--- src/rtl/helper_axis_pkg.sv ---
// Shared types and constants for the AXI-Stream counting-sequence checker.
// Holds the FSM state enum, ready-mode selectors and the 16-bit LFSR tap mask.
package helper_axis_pkg;

    typedef enum logic [1:0] {
        ST_IDLE = 2'd0,
        ST_RUN  = 2'd1,
        ST_DONE = 2'd2
    } state_t;

    localparam int READY_ALWAYS = 0;
    localparam int READY_LFSR   = 1;

    // Fibonacci taps 16,14,13,11 expressed as bit positions 15,13,12,10.
    localparam logic [15:0] LFSR_TAPS = 16'hB400;

    function automatic logic lfsr_feedback(input logic [15:0] s);
        return ^(s & LFSR_TAPS);
    endfunction

endpackage

--- src/rtl/helper_lfsr16.sv ---
// 16-bit Fibonacci LFSR; shifts left and inserts the feedback bit at bit 0.
// Loads the seed on reset and only steps while advance is high.
module helper_lfsr16
    import helper_axis_pkg::*;
(
    input  logic        clk,
    input  logic        rst,
    input  logic        advance,
    input  logic [15:0] seed,
    output logic [15:0] state
);

    logic [15:0] r_state;

    always_ff @(posedge clk) begin
        if (rst) begin
            r_state <= seed;
        end else if (advance) begin
            r_state <= {r_state[14:0], lfsr_feedback(r_state)};
        end
    end

    assign state = r_state;

endmodule

--- config.mk ---
export PLATFORM = sky130hd
export DESIGN_NAME = helper_lfsr16
export DESIGN_NICKNAME = d
export VERILOG_FILES = /design/src/rtl/helper_axis_pkg.sv /design/src/rtl/helper_lfsr16.sv
export SDC_FILE = /design/constraint.sdc
export NUM_CORES = 1
export LEC_CHECK = 0
export ABC_CLOCK_PERIOD_IN_PS = 2280
export CORE_UTILIZATION = 42
export CTS_CLUSTER_DIAMETER = 50
export DETAILED_ROUTE_END_ITERATION = 12
export PLACE_DENSITY = 0.82
export SLEW_MARGIN = 20
export SYNTH_ARGS = -nofsm -noshare
export SYNTH_HDL_FRONTEND = slang
export SYNTH_SLANG_ARGS = --single-unit
--- constraint.sdc ---
create_clock -name clk -period 2.28 [get_ports clk]
set_input_delay 0.456 -clock clk [delete_from_list [all_inputs] [get_ports clk]]
set_output_delay 0.456 -clock clk [all_outputs]
set_load 0.01 [all_outputs]
; Word-level counts from Yosys, hierarchy flattened
; Index checks and enable logic that the tools add are counted.
[classes]
muxes = 2
n_reduce_logical = 2
[op_table]
columns = operator, n
row1 = $mux W16, 2
row2 = $reduce_xor A16 Y1, 1
row3 = $reduce_bool A2 Y1, 1
[totals]
ff_bits = 16
in_bits = 19
out_inout_bits = 16
wordCells = 5

; Logic depth before layout (Yosys ltp)
[logic_depth]
word_depth = 3
depth_mapped = 4
depth_no_buf = 3

; Least setup slack after synthesis
; OpenSTA, ideal clock, no wires.
[synth_path]
kind = input port to flip-flop
start = input port rst
end = register r_state[0] (netlist: state[0]) (enable)
setup_ns = 0.373
arrival_ns = 1.123
required_ns = 1.907
path_slack_ns = 0.784
cell_stages = 3
path_buffers = 2
cell_sequence = buf_6 -> buf_12 -> or2_1
[synth_between]
elab_chain_cells = 1
[synth_lines]
columns = item, line
row1 = "start, declared", helper_lfsr16.sv:7  ; input logic rst,
row2 = $reduce_bool A2 Y1 (no source line), -
row3 = "end signal, assigned", helper_lfsr16.sv:19  ; r_state <= {r_state[14:0], lfsr_feedback(r_state)};
row4 = "end, declared", helper_lfsr16.sv:13  ; logic [15:0] r_state;
; No other way between the ends.
; A chain may end at the register's enable or synchronous reset.

; Final worst setup path
[layout_path]
start = register r_state[12] (netlist: state[12])
end = output port state[12]
[layout_lines]
columns = item, line
row1 = "end, declared", helper_lfsr16.sv:10  ; output logic [15:0] state
; No word-level cell between the ends.

==> metrics.txt <==
GRT Total Usage 0.143; first-pass GRT wire length 1.99 mm; RSZ-0062 raised after global routing false; Post-Syn Instances 39; clk root buf clkbuf_4; TritonCTS buffer count 3; Routed Antenna Nets 0; Longest Clk Path Bufs 2; DR WL/cell 14.3 um; failing checks DRC; CTS Hold Bufs 0; Placed Cells 88; largest net degree at the start of global routing 18; Cell Area, Synth 748 um2; insertion delay to the later sink of the worst-skew pair 0.27 ns; vias per cell 5.07; Filler cells 110; Pwr Density 632 mW/mm2; CORE AREA 0.00158 mm2; Worst-path clk slew 0.08 ns; Synth top area share 0.642; leak pwr 0.415 nW; final worst-path cycle share 0.735; Finish-stage setup viols 0; fin cells 91; synth warn 0; Area Overhead vs Synth 48.0%; max-slew violations 0; # IOs 35; Combinational Power Share 0.256; CP arrival 1.22 ns; clk sink count 16; slew margin rel. 0.564; number of synthesized register bits 16; critical path peak fanout 3; largest cells by area after synthesis edfxtp_1, mux2_4, mux2_2, xnor2_1, buf_12; HP Class flop to flop; die area 0.00195 mm2; flop2flop setup slack 1.15 ns; vias 461; Mapped Nets 58; die width 44.2 um; Final Hold Vio Count 0; Max Fclk 597 MHz; # port buffers 34; CP peak stage delay 0.55 ns; hpwl dp 915 um; Yosys cell types 9; Starting Density 0.475; status complete, but fails checks; Avg Cell Area, Syn 19.2 um2; CP bufs+invs 1; worst endpoint required time 1.82 ns; slew of the pin with the lowest slew margin 0.654 ns; CP cell instances clkdlybuf4s50_1; clock network power share 0.192; # diodes 0; Max-Cap Viols 0; CP top delay family buffers and inverters; Routed WL 1.30 mm; post-synthesis sequential area ratio 0.642; post-route setup TNS 0 ns; total congestion overflow 0; RD Place Congestion 0.683; Sw Share 0.214; clock tree from TritonCTS yes; share of cells above drive strength 1 0.253; initial DRC count 9; type of origin of the critical path flop; vias in the first global route 421; Post-CTS Setup Bufs 0; initial antenna violation count 0; nets 96; Die H 44.2 um; part of the power in registers 0.552; Net Switching 0.150 mW; internal power 0.550 mW; slowest CP cell clkdlybuf4s50_1; number of flip-flops in the largest register 16; Crit Path Category flop to output pin; worst vdd ir 0.367 mV; post-layout min period 1.68 ns; standard-cell rows 14; htree depth 1; critical path capture point type output pin; post_cts resized 0; Post-route DRC 3; dominant cell type by area after synthesis edfxtp_1; Pre-antenna DRT Iters 10; final setup skew 0.00197 ns
[cell families after synthesis]
| family | after synthesis | synth area share |
|---|---|---|
| compound gates | 1 | 0.00668 |
| xor+xnor | 3 | 0.0351 |
| buf+inv | 2 | 0.0418 |
| flops | 16 | 0.642 |
| mux | 15 | 0.261 |
| simple gates | 2 | 0.0134 |
[final cells by class]
type / count / area, um2 / area share
multi-input combinational: 21 / 236 / 0.214
timing repair buffer: 35 / 348 / 0.314
sequential: 16 / 480 / 0.434
clock buffer: 3 / 22.5 / 0.0203
tap: 16 / 20.0 / 0.0181
[layout by cell type (no fill, tap or decap), drive strengths merged]
cell type,count
o21ai,1
mux2,15
or2,1
nand2,1
xnor2,3
clkbuf,3
buf,1
clkdlybuf4s50,34
edfxtp,16
[final timing paths]
| kind | cells after the start | endpoint | from |
|---|---|---|---|
| hold / removal | 1 | state[10] | state[9] |
| hold reg to reg | 1 | state[10] | state[9] |
| setup reg to reg | 3 | state[0] | state[12] |
| setup / recovery | 1 | state[12] | state[12] |
[Yosys cell counts, drive strengths merged]
master,count
buf,2
edfxtp,16
o21ai,1
or2,1
mux2,15
xnor2,3
nand2,1
[power groups by stage]
stage	Sequential, mW	Clock [mW]	Combinational [mW]
after CTS	0.387	0.143	0.181
after global routing	0.391	0.160	0.189
final	0.386	0.134	0.179
after detailed placement	0.392	0	0.180
after global placement	0.392	0	0.179
after floorplan	0.407	0	0.0655
[routing by layer]
layer	part of all wire	global-route usage	routed length (um)
met1	0.46	0.212	596
met2	0.47	0.203	614
met3	0.068	0.0367	88
met4	0	0.0545	0
met5	0	0	0
[stage by stage]
stage               setup slack (ns)  cell area, um2  power, mW  hold slack, ns   util
floorplan                      0.784             748      0.473           0.627      -
global placement               0.418            1080      0.571           0.564  0.688
detailed placement             0.412            1080      0.572           0.567  0.688
CTS                            0.589            1110      0.711           0.590  0.702
global route                   0.543            1110      0.741           0.613  0.702
finish                         0.605            1110      0.700           0.587  0.702
Power figures use the tool's default switching activity.
